===== config.mk =====
export PLATFORM = sky130hd
export DESIGN_NAME = neuron_acc18
export DESIGN_NICKNAME = d
export VERILOG_FILES = /design/src/rtl/ann_pkg.sv /design/src/rtl/sat_narrow.sv /design/src/rtl/neuron_acc18.sv
export SDC_FILE = /design/constraint.sdc
export NUM_CORES = 1
export LEC_CHECK = 0
export ABC_CLOCK_PERIOD_IN_PS = 5600
export CORE_UTILIZATION = 50
export CTS_CLUSTER_DIAMETER = 150
export CTS_CLUSTER_SIZE = 28
export DETAILED_ROUTE_END_ITERATION = 8
export HOLD_SLACK_MARGIN = 0.05
export PLACE_DENSITY_LB_ADDON = 0.3
export SYNTH_ARGS = -nofsm -noshare
export SYNTH_HDL_FRONTEND = slang
export SYNTH_HIERARCHICAL = 1
export SYNTH_SLANG_ARGS = --single-unit

===== constraint.sdc =====
create_clock -name clk -period 5.6 [get_ports clk]
set_clock_uncertainty 0.15 [all_clocks]
set_input_delay 1.12 -clock clk [delete_from_list [all_inputs] [get_ports clk]]
set_output_delay 1.12 -clock clk [all_outputs]
set_load 0.05 [all_outputs]

===== src/rtl/ann_pkg.sv =====
// ann_pkg -- shared definitions for the neuron datapath blocks.
//
// Holds the default widths and frame length used by the accumulator,
// the default saturation limits for a DW-bit signed result, and the
// two-state accumulator FSM encoding. Adder/MAC stages import the same
// package so every stage agrees on widths and clamp limits.
package ann_pkg;

  // Default signed sample width (input terms and narrowed result).
  localparam int DW_DEF        = 18;
  // Default signed accumulator width.
  localparam int ACC_W_DEF     = 24;
  // Default maximum number of terms in one frame.
  // (2^(DW-1)) * MAX_TERMS must fit in ACC_W signed bits so the
  // accumulator can never wrap: 2^17 * 64 = 2^23 fits in 24 signed bits.
  localparam int MAX_TERMS_DEF = 64;

  // Saturation limits for the default DW.
  localparam int SAT_MAX = (1 << (DW_DEF - 1)) - 1;  //  131071
  localparam int SAT_MIN = -(1 << (DW_DEF - 1));     // -131072

  // Accumulator FSM: ACC gathers terms, HOLD presents the result.
  typedef enum logic [0:0] {
    ACC  = 1'b0,
    HOLD = 1'b1
  } acc_state_t;

endpackage : ann_pkg


===== src/rtl/sat_narrow.sv =====
// sat_narrow -- combinational signed narrowing with saturation.
//
// Clamps a signed ACC_W-bit value into the signed DW-bit range
// [-2^(DW-1), 2^(DW-1)-1] and flags when clamping occurred. Purely
// combinational so it can sit behind any adder or MAC stage.
//
// Ports:
//   din   in   ACC_W  signed wide value
//   dout  out  DW     signed narrowed (possibly clamped) value
//   sat   out  1      1 when din was outside the DW range
module sat_narrow #(
  parameter int ACC_W = 24,
  parameter int DW    = 18
) (
  input  logic signed [ACC_W-1:0] din,
  output logic signed [DW-1:0]    dout,
  output logic                    sat
);

  // Range limits expressed at the wide width so comparisons stay signed.
  localparam logic signed [ACC_W-1:0] HI =
    {{(ACC_W-DW+1){1'b0}}, {(DW-1){1'b1}}};
  localparam logic signed [ACC_W-1:0] LO =
    {{(ACC_W-DW+1){1'b1}}, {(DW-1){1'b0}}};

  typedef struct packed {
    logic signed [DW-1:0] val;
    logic                 sat;
  } sat_res_t;

  function automatic sat_res_t sat_clamp(input logic signed [ACC_W-1:0] x);
    sat_res_t r;
    if (x > HI) begin
      r.val = HI[DW-1:0];
      r.sat = 1'b1;
    end else if (x < LO) begin
      r.val = LO[DW-1:0];
      r.sat = 1'b1;
    end else begin
      r.val = x[DW-1:0];
      r.sat = 1'b0;
    end
    return r;
  endfunction

  sat_res_t res;

  always_comb begin
    res  = sat_clamp(din);
    dout = res.val;
    sat  = res.sat;
  end

endmodule : sat_narrow


===== src/rtl/neuron_acc18.sv =====
// neuron_acc18 -- framed signed accumulator with saturated result.
//
// Sums a frame of signed DW-bit terms into an ACC_W-bit accumulator.
// A frame ends on a term marked in_last, or is force-closed when the
// MAX_TERMS-th term is accepted. The closing term is folded into the
// result, which is narrowed with saturation and held on the output
// (valid/ready) until the consumer takes it. Input is stalled while a
// result is held.
//
// Ports:
//   clk        in   1      clock, rising edge
//   rst        in   1      asynchronous active-high reset
//   in_valid   in   1      upstream term valid
//   in_ready   out  1      term accepted this cycle when in_valid=1
//   in_data    in   DW     signed term
//   in_last    in   1      final term of the frame
//   out_valid  out  1      result valid
//   out_ready  in   1      downstream takes the result
//   out_data   out  DW     signed result, saturated to DW bits
//   out_sat    out  1      out_data was clamped
//   out_trunc  out  1      frame closed at MAX_TERMS without in_last
module neuron_acc18
  import ann_pkg::*;
#(
  parameter int DW        = DW_DEF,
  parameter int ACC_W     = ACC_W_DEF,
  parameter int MAX_TERMS = MAX_TERMS_DEF
) (
  input  logic                 clk,
  input  logic                 rst,
  input  logic                 in_valid,
  output logic                 in_ready,
  input  logic signed [DW-1:0] in_data,
  input  logic                 in_last,
  output logic                 out_valid,
  input  logic                 out_ready,
  output logic signed [DW-1:0] out_data,
  output logic                 out_sat,
  output logic                 out_trunc
);

  localparam int CNT_W = (MAX_TERMS > 1) ? $clog2(MAX_TERMS) : 1;
  localparam logic [CNT_W-1:0] CNT_LAST = CNT_W'(MAX_TERMS - 1);

  acc_state_t               state;
  logic signed [ACC_W-1:0]  acc;
  logic        [CNT_W-1:0]  cnt;

  logic signed [ACC_W-1:0]  term_ext;
  logic signed [ACC_W-1:0]  acc_sum;
  logic signed [DW-1:0]     sat_data;
  logic                     sat_flag;
  logic                     accept;
  logic                     cnt_full;
  logic                     close;

  // Sum including the current term; this is both the next accumulator
  // value and, on the closing term, the value that gets narrowed.
  always_comb begin
    term_ext = {{(ACC_W-DW){in_data[DW-1]}}, in_data};
    acc_sum  = acc + term_ext;
  end

  sat_narrow #(
    .ACC_W (ACC_W),
    .DW    (DW)
  ) u_sat (
    .din  (acc_sum),
    .dout (sat_data),
    .sat  (sat_flag)
  );

  assign in_ready = (state == ACC);
  assign accept   = in_valid & in_ready;
  assign cnt_full = (cnt == CNT_LAST);
  assign close    = accept & (in_last | cnt_full);

  always_ff @(posedge clk or posedge rst) begin
    if (rst) begin
      state     <= ACC;
      acc       <= '0;
      cnt       <= '0;
      out_valid <= 1'b0;
      out_data  <= '0;
      out_sat   <= 1'b0;
      out_trunc <= 1'b0;
    end else begin
      case (state)
        ACC: begin
          if (close) begin
            // Result is captured here so it appears one cycle after the
            // closing term; acc/cnt are cleared on the way out of HOLD.
            state     <= HOLD;
            out_valid <= 1'b1;
            out_data  <= sat_data;
            out_sat   <= sat_flag;
            out_trunc <= ~in_last;
          end else if (accept) begin
            acc <= acc_sum;
            cnt <= cnt + CNT_W'(1);
          end
        end
        HOLD: begin
          if (out_ready) begin
            state     <= ACC;
            out_valid <= 1'b0;
            acc       <= '0;
            cnt       <= '0;
          end
        end
        default: begin
          state <= ACC;
        end
      endcase
    end
  end

endmodule : neuron_acc18


---- Word level (Yosys, flattened, before mapping) ----
Cells that the tools add are included.
Widths: inputs -> output; s select.
cells by class
  reductions and logical operators ........ 3
  equal/unequal tests ..................... 5
  add/subtract/negate cells ............... 2
  magnitude comparators ................... 2
  bitwise operators ....................... 5
  mux-type cells .......................... 16
operator list
  operator              count
  $mux 24               3
  $pmux 24 s2           1
  $mux 19               2
  $add 24x18->24        1
  $gt 24x18->1 const B  1
  $lt 24x18->1 const B  1
  $mux 6                3
  $pmux 6 s2            1
  $add 6x1->6 const B   1
  $eq 6x6->1 const B    1
  $mux 1                4
  $ne 2x1->1 const B    2
  $ne 2x2->1 const B    2
  $pmux 1 s2            2
  $reduce_and 2->1      2
  $reduce_and 3->1      1
  $and 1x1->1           2
  $not 1->1             2
  $or 1x1->1            1
storage, ports and cells
  register bits ........................... 52
  output and inout bits ................... 22
  word-level logic and storage cells ...... 40
  input port bits ......................... 23

---- Longest topological paths before layout ----
Gate-level depths: netlist of run 1.
  depth after elaboration ................. 5
  depth in mapped cells ................... 16
  gate-level depth less buffers ........... 14

---- Cells and area by module ----
Netlist of run 1, hierarchy kept.
modules (own cells, without submodules)
  module        seq. area each (µm²)  times used  area an instance (µm²)  cells each
  neuron_acc18  1,301.2               1           3,224.3                 339
  sat_narrow    0.0                   1           451.7                   50

---- Worst setup path after synthesis of run 1 ----
OpenSTA, ideal clock, no wires.
  path kind ............................... in2reg
  from .................................... input port in_data[0]
  to ...................................... register out_sat
  buffers on the path ..................... 2
  arrival ................................. 3,781 ps
  slack ................................... 1,544 ps
  data required time ...................... 5,325 ps
  cell stages on the path ................. 16
  setup time .............................. 125 ps
  cell sequence ........................... ha_1 inv_1 fa_1 nor2b_1 o21bai_1 a21boi_1 o21bai_1 o211ai_1 a211oi_1 xnor2_1 and4_1 buf_6 buf_12 nand4_1 o21a_1 mux2_2
on the way
  cells in the longest elaborated chain, start to end .. 4
  elaborated cells on any way between the ends .. 5
  those cells by class .................... add/sub (1); order compare (2); mux (2)
ends and longest elaborated chain
  item                  line                source
  from (decl)           neuron_acc18.sv:33  input logic signed [DW-1:0] in_data,
  $add 24x18->24 *      neuron_acc18.sv:61  acc_sum = acc + term_ext;
  via acc_sum[20]       neuron_acc18.sv:50  logic signed [ACC_W-1:0] acc_sum;
  $lt 24x18->1          sat_narrow.sv:36    end else if (x < LO) begin
  $mux 19               sat_narrow.sv:36
  $mux 19 *             sat_narrow.sv:33    if (x > HI) begin
  via sat_flag          neuron_acc18.sv:52  logic sat_flag;
  to (signal assigned)  neuron_acc18.sv:96  out_sat <= sat_flag;
  to (decl)             neuron_acc18.sv:38  output logic out_sat,
The timed path passes the listed nets; every way through them passes the cells marked *.
A chain may end at the register's enable or synchronous reset.

---- Final worst setup path of run 1 ----
  from .................................... input port in_data[17]
  to ...................................... register out_sat
Same word-level chain as after synthesis.

==> flow_results.xml, run 1 <==
<?xml version="1.0" encoding="UTF-8"?>
<metrics>
  <group name="clock_network">
    <metric name="maximum_level_of_the_cts_h_tree" unit="">2</metric>
    <metric name="cts_tree" unit="">yes</metric>
    <metric name="maximum_count_of_clock_buffers_along_a_single_path" unit="">2</metric>
    <metric name="worst_setup_hold_path_clk_slew" unit="ps">100</metric>
    <metric name="post_cts_hold_buffer_count" unit="">0</metric>
    <metric name="clock_tree.root_cell" unit="">clkbuf_8</metric>
    <metric name="clock_sink_count" unit="">52</metric>
    <metric name="numCtsBuffers" unit="">5</metric>
    <metric name="cts_setup_buffers" unit="">0</metric>
    <metric name="cts_resized" unit="">0</metric>
    <metric name="clock_latency" unit="ps">320</metric>
  </group>
  <group name="setup_path">
    <metric name="r2r-end" unit="">out_sat</metric>
    <metric name="cp_max_delay_cell" unit="">xnor2_2</metric>
    <metric name="reg2reg_setup_slack" unit="ps">1670</metric>
    <metric name="worstSetupPathType" unit="">in -&gt; reg</metric>
    <metric name="crit_path_max_incr_delay" unit="ps">880</metric>
    <metric name="timing.critical_path.from_type" unit="">primary input</metric>
    <metric name="endpoint_kind" unit="">register</metric>
    <metric name="worst_r2r_path_depth" unit="">14</metric>
    <metric name="cp_cell_sequence" unit="">clkdlybuf4s50_1 -&gt; ha_1 -&gt; a21oi_1 -&gt; o21ai_1 -&gt; a41o_1 -&gt; a221o_1 -&gt; a41oi_1 -&gt; xor2_1 -&gt; xnor2_2 -&gt; nand4_1 -&gt; o21a_1 -&gt; mux2_2</metric>
    <metric name="regToRegStartpoint" unit="">acc[0]</metric>
    <metric name="critical_path_arrival" unit="ps">4900</metric>
    <metric name="worstPathRequired" unit="ps">5660</metric>
    <metric name="crit_buf_inv" unit="">1</metric>
    <metric name="worst_path_dominant_cell_family" unit="">compound AO/OA/AOI/OAI gates</metric>
    <metric name="critical_path_peak_fanout" unit="">20</metric>
  </group>
  <group name="detailed_routing">
    <metric name="dr_iter_0_viols" unit="">213</metric>
    <metric name="top_layer" unit="">met4</metric>
    <metric name="via_count" unit="">3092</metric>
    <metric name="routed-wl-met2" unit="mm">3.93</metric>
    <metric name="drt-vias-per-instance" unit="">5.98</metric>
    <metric name="detail_route.wl_per_cell" unit="um">17.2</metric>
    <metric name="postRouteAntennaNets" unit="">0</metric>
    <metric name="detailroute.wirelength.met3" unit="um">676</metric>
    <metric name="detailedRoute.firstPassIterationCount" unit="">4</metric>
    <metric name="drt-total-wl" unit="mm">8.89</metric>
    <metric name="drt-met1-wl" unit="mm">4.15</metric>
    <metric name="drcViolationCount" unit="">0</metric>
  </group>
  <group name="yosys">
    <metric name="post_synth_main_area_contributors" unit="">dfrtp_1, ha_1, mux2_2, nand2_1, a21o_1</metric>
    <metric name="synth.cell_area" unit="sq um">3680</metric>
    <metric name="synth_seq_cells" unit="">52</metric>
    <metric name="ys.flop_type" unit="">dfrtp_1</metric>
    <metric name="synth.yosys.seq_area_share" unit="%">35.4</metric>
    <metric name="synth_top_area_share" unit="%">35.4</metric>
    <metric name="syn_inst" unit="">389</metric>
    <metric name="syn-num-nets" unit="">437</metric>
    <metric name="synthDistinctLibCells" unit="">46</metric>
    <metric name="async_reset_ff_share" unit="%">100</metric>
    <metric name="synth-edff-count" unit="">0</metric>
    <metric name="post-synth-top-area-cell" unit="">dfrtp_1</metric>
    <metric name="post_synth.cell_area_avg" unit="sq um">9.45</metric>
    <metric name="total_of_warnings_raised_by_yosys" unit="">6</metric>
  </group>
  <group name="pwr">
    <metric name="vdd_drop_max" unit="V">0.000386</metric>
    <metric name="power_density" unit="nW/um^2">681</metric>
    <metric name="totalPowerFinal" unit="uW">2880</metric>
    <metric name="static-leakage-power" unit="uW">0.00196</metric>
  </group>
  <group name="timing">
    <metric name="final_period_minus_worst_setup_slack" unit="ps">4840</metric>
    <metric name="grt_setup_unrepaired" unit="">false</metric>
    <metric name="setup_ws" unit="ps">757</metric>
    <metric name="hold-worst-slack" unit="ps">348</metric>
    <metric name="number_of_setup_violations_in_the_final_report" unit="">0</metric>
    <metric name="maxClockFrequency" unit="MHz">206</metric>
    <metric name="max-slew-margin-rel" unit="%">21.0</metric>
    <metric name="final_min_period_over_clock_period" unit="%">86.5</metric>
    <metric name="finalMaxSlewViolations" unit="">0</metric>
    <metric name="fin_tns_setup" unit="ps">0</metric>
    <metric name="worst-slew-pin-transition" unit="ps">1180</metric>
    <metric name="hold_viol" unit="">0</metric>
  </group>
  <group name="placed_design">
    <metric name="place_ws" unit="ps">501</metric>
    <metric name="hpwlAfterDp" unit="mm">6.18</metric>
    <metric name="gp_congestion" unit="">0.898</metric>
    <metric name="port-buffer-count" unit="">44</metric>
  </group>
  <group name="floorplanning">
    <metric name="dieHeight" unit="um">87.7</metric>
    <metric name="start_util" unit="%">52.9</metric>
    <metric name="floorplan.die.width" unit="um">87.7</metric>
    <metric name="core_area" unit="sq um">6940</metric>
    <metric name="floorplan.rows" unit="">30</metric>
    <metric name="floorplan.io_pins" unit="">45</metric>
    <metric name="die_area" unit="sq um">7700</metric>
  </group>
  <group name="cells_and_area">
    <metric name="layout.cells.most_common" unit="">dfrtp_1</metric>
    <metric name="area_delta_synth_final" unit="%">15.2</metric>
    <metric name="nets" unit="">469</metric>
    <metric name="fin_util" unit="%">61.0</metric>
    <metric name="diodes" unit="">0</metric>
    <metric name="drive_gt1_share" unit="%">10.9</metric>
    <metric name="layout.cells.most_common_list" unit="">dfrtp_1, nand2_1, clkdlybuf4s50_1</metric>
  </group>
  <group name="global_routing">
    <metric name="groute.usage.overall" unit="%">24.8</metric>
    <metric name="first_pass_grt_wire_length" unit="mm">14.8</metric>
    <metric name="first_global_vias" unit="">2989</metric>
    <metric name="largest_net_degree_at_the_start_of_global_routing" unit="">53</metric>
    <metric name="grt_antenna_before_repair" unit="">0</metric>
    <metric name="globalRoute.totalOverflow" unit="">0</metric>
  </group>
  <group name="min_path">
    <metric name="hold_start" unit="">out_valid</metric>
    <metric name="worst_hold_path_type" unit="">reg -&gt; reg</metric>
    <metric name="worstHoldPathCells" unit="">1</metric>
    <metric name="holdPathEnd" unit="">out_valid</metric>
  </group>
  <group name="job">
    <metric name="max_cap_violations" unit="">0</metric>
  </group>
  <group name="outcome">
    <metric name="run_status" unit="">complete, no violations</metric>
  </group>
</metrics>
-- layout make-up --
class / instances / area [sq um]
clock buffer: 5 / 68.8
inverter: 6 / 22.5
clock inverter: 2 / 60.1
timing repair buffer: 48 / 470
fill: 610 / 2710
multi-input combinational: 308 / 2190
tap: 96 / 120
sequential: 52 / 1300
-- sequential cells by signal (all words and copies together), names as in the netlist --
register   count
acc           24
cnt            6
out_data      18
out_sat        1
out_trunc      1
out_valid      1
state          1
-- through the flow --
stage	cells	cell area [sq um]
finish	517	4230
global route	517	4230
CTS	517	4230
detailed placement	510	4110
global placement	510	4110
floorplan	389	3680
-- cell families after synthesis --
family,Yosys count,synth area share [%]
AO/OA/AOI/OAI,101,19.8
buffers and inverters,29,5.21
AND/OR/NAND/NOR,137,18.9
adder cells (fa/ha/maj),25,8.71
flip-flops,52,35.4
XOR/XNOR,26,6.19
multiplexers,19,5.82
-- layer usage --
layer	up-vias	global-route usage [%]
li1	1493	-
met1	1481	36.1
met2	104	36.7
met3	14	5.56
met4	0	7.60
met5	-	0
-- how the worst max path moves through the flow --
stage                     cells past startpoint   startpoint      end
after CTS                                    12  in_data[17]  out_sat
after global routing                         12  in_data[17]  out_sat
final                                        12  in_data[17]  out_sat
after detailed placement                     12  in_data[17]  out_sat
after floorplan                              16   in_data[0]  out_sat
after global placement                       15   in_data[0]  out_sat
-- Yosys cell counts, types with 2 or more instances --
library cell  instances
dfrtp_1              52
nand2_1              48
a21oi_1              28
ha_1                 24
nand3_1              23
nand4_1              23
a21o_1               20
mux2_2               19
nor2_1               16
xnor2_1              16
and3_1               13
o21ai_0              13
xor2_1               10
a2bb2oi_2             9
a2bb2oi_1             8
clkbuf_1              7
inv_1                 6
a31oi_1               5
buf_2                 4
buf_6                 4
nor2b_1               4
o21ai_1               3
a211oi_1              2
a221o_1               2
and2_1                2
buf_1                 2
buf_4                 2
clkbuf_8              2
o211ai_1              2
o21a_1                2
o21bai_1              2
or3_1                 2
-- where the power goes --
| group | switching, uW | internal, uW |
|---|---|---|
| registers | 103 | 534 |
| clock network | 134 | 176 |
| logic | 1180 | 762 |
Power figures use the tool's default switching activity.
==> inputs of run 2 (changes only) <==
Settings changed: ABC_CLOCK_PERIOD_IN_PS 5600 to not set.
==> results of run 2 <==
Same layout as run 1: the final DEF is identical, and so are final timing and power.
==> inputs of run 3 (changes only) <==
Settings changed: CORE_UTILIZATION 50 to 35.
==> run 3 against run 2 <==
  * Count of clock-buffer cells in the layout unchanged
  * Die area grew 42%
  * Critical path depth grew 3
  * Global-route usage fell by 6.8 points
  * Power fell by 1.0%
  * Maximum frequency decreased by 0.72%
  * First-iteration DRC count down 16%
  * Cell area grew 1.1%
  * Register-to-register slack worse by 50 ps
  * Combinational power about the same
  * Core utilization fell by 19 points
==> flow_results.xml, run 3 (synthesis results as in run 1) <==
<?xml version="1.0" encoding="UTF-8"?>
<metrics>
  <group name="detailed_routing">
    <metric name="detailedRoute.firstPassIterationCount" unit="">4</metric>
    <metric name="dr_iter_0_viols" unit="">178</metric>
    <metric name="via_count" unit="">3039</metric>
    <metric name="drt-vias-per-instance" unit="">5.44</metric>
    <metric name="detail_route.wl_per_cell" unit="um">16.7</metric>
    <metric name="drt-total-wl" unit="mm">9.31</metric>
    <metric name="drcViolationCount" unit="">0</metric>
    <metric name="postRouteAntennaNets" unit="">0</metric>
  </group>
  <group name="placed_design">
    <metric name="port-buffer-count" unit="">44</metric>
    <metric name="hpwlAfterDp" unit="mm">6.61</metric>
    <metric name="gp_congestion" unit="">0.825</metric>
    <metric name="dp_cells" unit="">551</metric>
  </group>
  <group name="setup_path">
    <metric name="worstPathRequired" unit="ps">5660</metric>
    <metric name="endpoint_kind" unit="">register</metric>
    <metric name="worstSetupPathType" unit="">in -&gt; reg</metric>
    <metric name="worst_setup_path_startpoint" unit="">in_data[0]</metric>
    <metric name="reg2reg_setup_slack" unit="ps">1620</metric>
    <metric name="worst_r2r_path_depth" unit="">14</metric>
    <metric name="timing.critical_path.from_type" unit="">primary input</metric>
    <metric name="critical_path_peak_fanout" unit="">18</metric>
    <metric name="critical_path_arrival" unit="ps">4940</metric>
    <metric name="r2r-end" unit="">out_sat</metric>
    <metric name="regToRegStartpoint" unit="">acc[0]</metric>
    <metric name="critical_path.endpoint" unit="">out_sat</metric>
  </group>
  <group name="global_routing">
    <metric name="largest_net_degree_at_the_start_of_global_routing" unit="">53</metric>
    <metric name="groute.usage.overall" unit="%">18.0</metric>
    <metric name="globalRoute.totalOverflow" unit="">0</metric>
    <metric name="first_global_vias" unit="">3008</metric>
    <metric name="grt_antenna_before_repair" unit="">0</metric>
    <metric name="first_pass_grt_wire_length" unit="mm">15.7</metric>
  </group>
  <group name="cells_and_area">
    <metric name="post_layout_nonfiller_instances" unit="">559</metric>
    <metric name="largest-register" unit="">acc</metric>
    <metric name="largest_register_ffs" unit="">24</metric>
    <metric name="area_delta_synth_final" unit="%">16.4</metric>
    <metric name="fin_util" unit="%">41.8</metric>
    <metric name="nets" unit="">470</metric>
    <metric name="diodes" unit="">0</metric>
    <metric name="largestRegisters" unit="">acc (24), out_data (18), cnt (6)</metric>
    <metric name="layout.cells.most_common" unit="">dfrtp_1</metric>
    <metric name="drive_gt1_share" unit="%">11.6</metric>
    <metric name="layout.cells.most_common_list" unit="">dfrtp_1, nand2_1, clkdlybuf4s50_1</metric>
  </group>
  <group name="timing">
    <metric name="hold_viol" unit="">0</metric>
    <metric name="fin_tns_setup" unit="ps">0</metric>
    <metric name="maxClockFrequency" unit="MHz">205</metric>
    <metric name="number_of_setup_violations_in_the_final_report" unit="">0</metric>
    <metric name="final_period_minus_worst_setup_slack" unit="ps">4880</metric>
    <metric name="worst-slew-pin-transition" unit="ps">1210</metric>
    <metric name="finalMaxSlewViolations" unit="">0</metric>
    <metric name="final_min_period_over_clock_period" unit="%">87.1</metric>
    <metric name="grt_setup_unrepaired" unit="">false</metric>
    <metric name="max-slew-margin-rel" unit="%">19.1</metric>
  </group>
  <group name="pwr">
    <metric name="static-leakage-power" unit="uW">0.00196</metric>
    <metric name="power_density" unit="nW/um^2">667</metric>
    <metric name="vdd_drop_max" unit="V">0.000277</metric>
  </group>
  <group name="clock_network">
    <metric name="maximum_level_of_the_cts_h_tree" unit="">2</metric>
    <metric name="post_cts_hold_buffer_count" unit="">0</metric>
    <metric name="worst_setup_hold_path_clk_slew" unit="ps">110</metric>
    <metric name="maximum_count_of_clock_buffers_along_a_single_path" unit="">2</metric>
    <metric name="cts_tree" unit="">yes</metric>
    <metric name="cts_setup_buffers" unit="">0</metric>
    <metric name="cts_resized" unit="">0</metric>
    <metric name="clock_latency" unit="ps">320</metric>
    <metric name="numCtsBuffers" unit="">5</metric>
    <metric name="clock_tree.root_cell" unit="">clkbuf_8</metric>
    <metric name="clock_sink_count" unit="">52</metric>
  </group>
  <group name="floorplanning">
    <metric name="dieHeight" unit="um">104</metric>
    <metric name="floorplan.die.width" unit="um">104</metric>
    <metric name="floorplan.io_pins" unit="">45</metric>
    <metric name="start_util" unit="%">35.9</metric>
    <metric name="floorplan.rows" unit="">37</metric>
    <metric name="core_area" unit="sq um">10200</metric>
    <metric name="die_area" unit="sq um">10900</metric>
  </group>
  <group name="min_path">
    <metric name="hold_start" unit="">out_valid</metric>
    <metric name="worst_hold_path_type" unit="">reg -&gt; reg</metric>
  </group>
  <group name="outcome">
    <metric name="run_status" unit="">complete, no violations</metric>
  </group>
  <group name="job">
    <metric name="max_cap_violations" unit="">0</metric>
  </group>
</metrics>
[run 3: cell count changes in the layout (fill, tap and decap cells not counted)]
cell        delta
nor2_2         +1
clkinvlp_4     +1
nor2_1         -1
buf_4          +1
bufinv_16      -1
inv_6          +1
[run 3: power breakdown]
group,internal [uW],total (uW),switching (uW)
Clock,135,281,146
Sequential,533,635,102
Combinational,768,1940,1170
Total,1440,2850,1420
[run 3: through the flow]
stage / area [sq um] / power, uW / hold WS [ps] / worst slack [ps]
finish: 4280 / 2850 / 350 / 722
global route: 4280 / 3070 / 374 / 458
CTS: 4280 / 2860 / 357 / 769
detailed placement: 4170 / 2570 / 317 / 427
global placement: 4170 / 2560 / 319 / 551
floorplan: 3680 / 2130 / 321 / 1540
[run 3: worst min path at each step]
| stage | end | slack [ps] | depth (start not counted) |
|---|---|---|---|
| final | out_valid | 350 | 1 |
| after global routing | out_valid | 370 | 1 |
| after CTS | out_valid | 360 | 1 |
| after detailed placement | out_valid | 320 | 1 |
| after global placement | out_valid | 320 | 1 |
| after floorplan | acc[0] | 320 | 2 |
[run 3: critical path, cell delays in order]
cell and delay (ps):
clkdlybuf4s50_1 460, ha_1 170, inv_1 60, fa_1 410, nor2b_1 170, o21bai_1 80, a21boi_1 240, o21bai_1 150
o211ai_1 350, a211oi_1 150, xnor2_1 350, and4_1 680, nand4_1 170, o21a_1 140, mux2_2 250
[run 3: layer usage]
| layer | up-vias | part of all wire (%) | global-route usage [%] |
|---|---|---|---|
| met2 | 58 | 45 | 27.9 |
| li1 | 1496 | - | - |
| met4 | 0 | 0.91 | 4.59 |
| met3 | 9 | 3.9 | 2.82 |
| met1 | 1476 | 50 | 25.9 |
| met5 | - | 0 | 0 |
[run 3: area by class of cell]
type | instances | area (sq um)
sequential | 52 | 1300
clock inverter | 3 | 46.3
tap | 136 | 170
clock buffer | 5 | 68.8
timing repair buffer | 49 | 478
fill | 986 | 5950
multi-input combinational | 308 | 2190
inverter | 6 | 22.5
==> RTL edit 1 (flow settings as in run 1) <==
Reset style: synchronous (`rst`), changed in one clocked block. Comments in the files are not updated.
--- a/src/rtl/neuron_acc18.sv
+++ b/src/rtl/neuron_acc18.sv
@@ -75,7 +75,7 @@
   assign cnt_full = (cnt == CNT_LAST);
   assign close    = accept & (in_last | cnt_full);
 
-  always_ff @(posedge clk or posedge rst) begin
+  always_ff @(posedge clk) begin
     if (rst) begin
       state     <= ACC;
       acc       <= '0;
Check against the original RTL: differs if rst is asserted again (counterexample within 4 cycles, from zero or initial values and one cycle with rst high); with rst held inactive, the same outputs for 4 cycles.
==> RTL edit 1 against run 1 <==
- worst setup slack worse by 0.12 ns
- critical path type unchanged
- first-iteration DRC count shrank 11%
- area after synthesis is 4.4% lower
- sequential share of layout area fell by 5.3 points
- final area down 3.3%
- sequential cell count unchanged
- routed wire length shrank 2.4%
Power is not compared: it rests on default switching activity, and its combinational part moved more than twofold at a synthesized area within 25%.
==> RTL edit 1: results (changes against run 1) <==
| Metric | Value |
|---|---|
| Asr flop ratio synth | 0% (was 100%) |
| Mean number of vias per cell | 5.94 (was 5.98) |
| Critical Path Sink | out_data[3]$_SDFFE_PP0P_ (was out_sat$_DFFE_PP0P_) |
| Flop pwr share | between 30 and 40% |
| HPWL Detailed | 6.35 mm (was 6.18 mm) |
| Routed wl met2 | 4.05 mm (was 3.93 mm) |
| DRT iter0 DRCs | 190 (was 213) |
| Dpl ws | 0.367 ns (was 0.501 ns) |
| Final net count | 499 (was 469) |
| Status | complete, no violations (unchanged) |
| Area after DPL | 0.00400 mm^2 (was 0.00411 mm^2) |
| Largest net degree at the start of global routing | 37 (was 53) |
| Slew margin rel. | 16.0% (was 21.0%) |
| Avg Cell Area, Syn | 8.39 um^2 (was 9.45 um^2) |
| Top cells by count, synth | nand2_1 (53), dfxtp_1 (52), a21oi_1 (40) (was dfrtp_1 (52), nand2_1 (48), a21oi_1 (28)) |
| WP data arrival | 5.05 ns (was 4.90 ns) |
| First-pass GRT wire length | 14.6 mm (was 14.8 mm) |
| Top area cells in the synthesized netlist | dfxtp_1 (30%), ha_1 (8.5%), a21oi_1 (5.7%) (was dfrtp_1 (35%), ha_1 (8.2%), mux2_2 (5.8%)) |
| Slowest stage cell, crit path | a2111oi_0 (was xnor2_2) |
| Register-to-Register Path Depth | 16 (was 14) |
| Routed Wire Length | 8.68 mm (was 8.89 mm) |
| Placer congestion estimate | 0.913 (was 0.898) |
| Max incr delay on CP | 0.50 ns (was 0.88 ns) |
| Share of cells above drive strength 1 | 7.96% (was 10.9%) |
| Met2 GRT Util | 39.9% (was 36.7%) |
| DR vias | 3,257 (was 3,092) |
| Top_reg_cell synth | dfxtp_1 (was dfrtp_1) |
| Post-Layout Inst Area | 0.00410 mm^2 (was 0.00423 mm^2) |
| Setup bufs post-CTS | 0 (unchanged) |
| Worst r2r src | acc[0]$_SDFFE_PP0P_ (was acc[0]$_DFFE_PP0P_) |
| WL met1 | 3.98 mm (was 4.15 mm) |
| R2R Setup Slk | 1.58 ns (was 1.67 ns) |
| TritonCTS buffer count | 5 (unchanged) |
| Worst setup margin | 0.639 ns (was 0.757 ns) |
| GR Layer Usage met3 | 4.72% (was 5.56%) |
| Met1 GRT Util | 32.4% (was 36.1%) |
| Number of global-route vias before repair | 3,101 (was 2,989) |
| Worst Setup SP | in_data[0] (was in_data[17]) |
| Unique masters post-synth | 59 (was 46) |
| Placed insts | 540 (was 510) |
| Fillers | 603 (was 610) |
| Syn Nets | 467 (was 437) |
| Met3 Wirelength | 458 um (was 676 um) |
| CP Max Fanout | 18 (was 20) |
| Sequential area share after synthesis | 29.6% (was 35.4%) |
| Total track usage | 24.5% (was 24.8%) |
RTL edit 1: cell count changes after synthesis, moves of 6 or more:
cell	change
nand3_1	-19
xnor2_1	-6
nor2_1	+13
dfrtp_1	-52
clkbuf_1	+10
a22o_1	+9
a21oi_1	+12
a22oi_1	+9
and3_1	-8
dfxtp_1	+52
mux2_2	-19
RTL edit 1: worst min-delay path, stage by stage, from the launching register on:
cell and delay (ns):
dfxtp_1 0.32, inv_1 0.05, o22ai_1 0.05
RTL edit 1: final cells by class:
class,instances,share of cell area (%)
multi-input combinational,329,56.0
sequential,52,25.4
timing repair buffer,53,12.4
tap,96,2.93
clock buffer,5,1.68
inverter,10,0.916
clock inverter,3,0.641
RTL edit 1: how the worst min path moves through the flow:
stage,startpoint,end,slack (ns),cells past startpoint
2_1_floorplan,acc[16]$_SDFFE_PP0P_,acc[16]$_SDFFE_PP0P_,0.28,2
3_3_place_gp,out_valid$_SDFFE_PP0P_,out_valid$_SDFFE_PP0P_,0.29,2
3_5_place_dp,out_valid$_SDFFE_PP0P_,out_valid$_SDFFE_PP0P_,0.30,2
4_1_cts,out_data[1]$_SDFFE_PP0P_,out_data[1]$_SDFFE_PP0P_,0.32,2
5_1_grt,out_data[17]$_SDFFE_PP0P_,out_data[17]$_SDFFE_PP0P_,0.34,2
6_report,out_valid$_SDFFE_PP0P_,out_valid$_SDFFE_PP0P_,0.31,2
RTL edit 1: logic make-up after synthesis:
family	count (synthesis)	share of synthesized area [%]
muxes	3	0.854
and+or+nand+nor	141	19.9
xor gates and xnor gates	21	5.23
AOI/OAI and AO/OA	139	30.0
adders and majority gates	25	9.11
buffers and inverters	38	5.34
DFF	52	29.6
==> RTL edit 2 (settings of run 1) <==
Without the edit above. Set the package constant `ACC_W_DEF` to 36 (it was 24).
--- a/src/rtl/ann_pkg.sv
+++ b/src/rtl/ann_pkg.sv
@@ -9,7 +9,7 @@
   // Default signed sample width (input terms and narrowed result).
   localparam int DW_DEF        = 18;
   // Default signed accumulator width.
-  localparam int ACC_W_DEF     = 24;
+  localparam int ACC_W_DEF     = 36;
   // Default maximum number of terms in one frame.
   // (2^(DW-1)) * MAX_TERMS must fit in ACC_W signed bits so the
   // accumulator can never wrap: 2^17 * 64 = 2^23 fits in 24 signed bits.
Behaviour: no difference found for any inputs over 4 cycles, from zero or initial values and one cycle with rst high; that may be too few to reach the edited logic, so the function may still have changed.
==> RTL edit 2 against run 1 <==
- area after synthesis increased by 31%
- register-to-register slack got worse by 0.33 ns
- via count increased by 36%
- first-iteration DRC count increased by 33%
- total power increased by 27%
- worst setup slack got worse by 0.31 ns
- routed wire length increased by 34%
- sequential cell count increased by 12
- global-route usage increased by 0.44 points
- cell count increased by 40%
- final area increased by 33%
- hold slack improved by 0.0051 ns
- critical path type unchanged
- largest cell class unchanged
==> RTL edit 2: results (changes against run 1) <==
| Metric | Value |
|---|---|
| Multi-input gates | 440 (was 308) |
| Storage cell area | 0.00160 mm^2 (was 0.00130 mm^2) |
| Post-Synthesis Cells | 556 (was 389) |
| Sequential area share after synthesis | 33.2% (was 35.4%) |
| NonClk Buf Share | 9.94% (was 11.1%) |
| Met1 GRT Util | 35.5% (was 36.1%) |
| Worst skew pair latency | 0.35 ns (was 0.32 ns) |
| GR Layer Usage met3 | 4.46% (was 5.56%) |
| Switching Power | 1.75 mW (was 1.41 mW) |
| Top area cells in the synthesized netlist | dfrtp_1 (33%), ha_1 (9.3%), a21o_1 (6.4%) (was dfrtp_1 (35%), ha_1 (8.2%), mux2_2 (5.8%)) |
| DRT iter0 DRCs | 284 (was 213) |
| ClkCell Share | 4.08% (was 3.04%) |
| Finished Layout Cells | 723 (was 517) |
| Mux cell area share after synthesis | 4.84% (was 5.82%) |
| Worst-Margin Slew | 1.06 ns (was 1.18 ns) |
| Inverters | 16 (was 6) |
| Met3 Wirelength | 564 um (was 676 um) |
| Max incr delay on CP | 0.50 ns (was 0.88 ns) |
| Placer congestion estimate | 0.960 (was 0.898) |
| HPWL Detailed | 8.65 mm (was 6.18 mm) |
| Fraction of area in multi-input gates | 53.5% (was 51.7%) |
| Status | complete, no violations (unchanged) |
| First-pass GRT wire length | 20.1 mm (was 14.8 mm) |
| Top cells by count, synth | nand2_1 (75), dfrtp_1 (64), a21oi_1 (43) (was dfrtp_1 (52), nand2_1 (48), a21oi_1 (28)) |
| Clkbuf count | 10 (was 5) |
| Unique masters post-synth | 61 (was 46) |
| Mean number of vias per cell | 5.83 (was 5.98) |
| Cell leakage power | 2.77 nW (was 1.96 nW) |
| H-tree levels | 3 (was 2) |
| Clock sink count | 64 (was 52) |
| Share of cells above drive strength 1 | 11.8% (was 10.9%) |
| Routed wl met2 | 5.50 mm (was 3.93 mm) |
| Synth Area in Adders | 9.74% (was 8.71%) |
| Dpl ws | 0.140 ns (was 0.501 ns) |
| Largest net degree at the start of global routing | 42 (was 53) |
| Met2 GRT Util | 40.1% (was 36.7%) |
| Number of global-route vias before repair | 4,061 (was 2,989) |
| P_comb | 2.40 mW (was 1.94 mW) |
| CP Max Fanout | 14 (was 20) |
| Largest regs | acc (36), out_data (18), cnt (6) (was acc (24), out_data (18), cnt (6)) |
| Post-Synth XOR/XNOR Area | 6.86% (was 6.19%) |
| Placed insts | 707 (was 510) |
| TritonCTS buffer count | 9 (was 5) |
| Sw frac | 48.0% (was 49.0%) |
| Area growth, synth to finish | 16.3% (was 15.2%) |
| Slowest stage cell, crit path | or4_4 (was xnor2_2) |
| Clock power share | 13.0% (was 10.8%) |
| Routed Wire Length | 11.9 mm (was 8.89 mm) |
| Compound-cell area share of the yosys netlist | 22.1% (was 19.8%) |
| WP data arrival | 5.28 ns (was 4.90 ns) |
==> RTL edit 2: worst paths after layout <==
path	startpoint	end	slack [ns]	cells after the start
max in group asynchronous	rst	acc[12]$_DFFE_PP0P_	3.37	3
hold / removal	acc[35]$_DFFE_PP0P_	acc[35]$_DFFE_PP0P_	0.35	1
setup reg to reg	acc[0]$_DFFE_PP0P_	out_data[11]$_DFFE_PP0P_	1.34	17
setup / recovery	in_data[0]	out_data[11]$_DFFE_PP0P_	0.45	18
hold reg to reg	acc[35]$_DFFE_PP0P_	acc[35]$_DFFE_PP0P_	0.35	1
min in group asynchronous	rst	cnt[0]$_DFFE_PP0P_	0.99	2
==> RTL edit 2: critical path: cells and delay by family <==
kind	cells	cell delay (ns)
compound gates	8	1.68
xor+xnor	1	0.22
fa+ha+maj	2	0.59
buf+inv	3	0.71
mux	1	0.14
simple gates	3	0.81
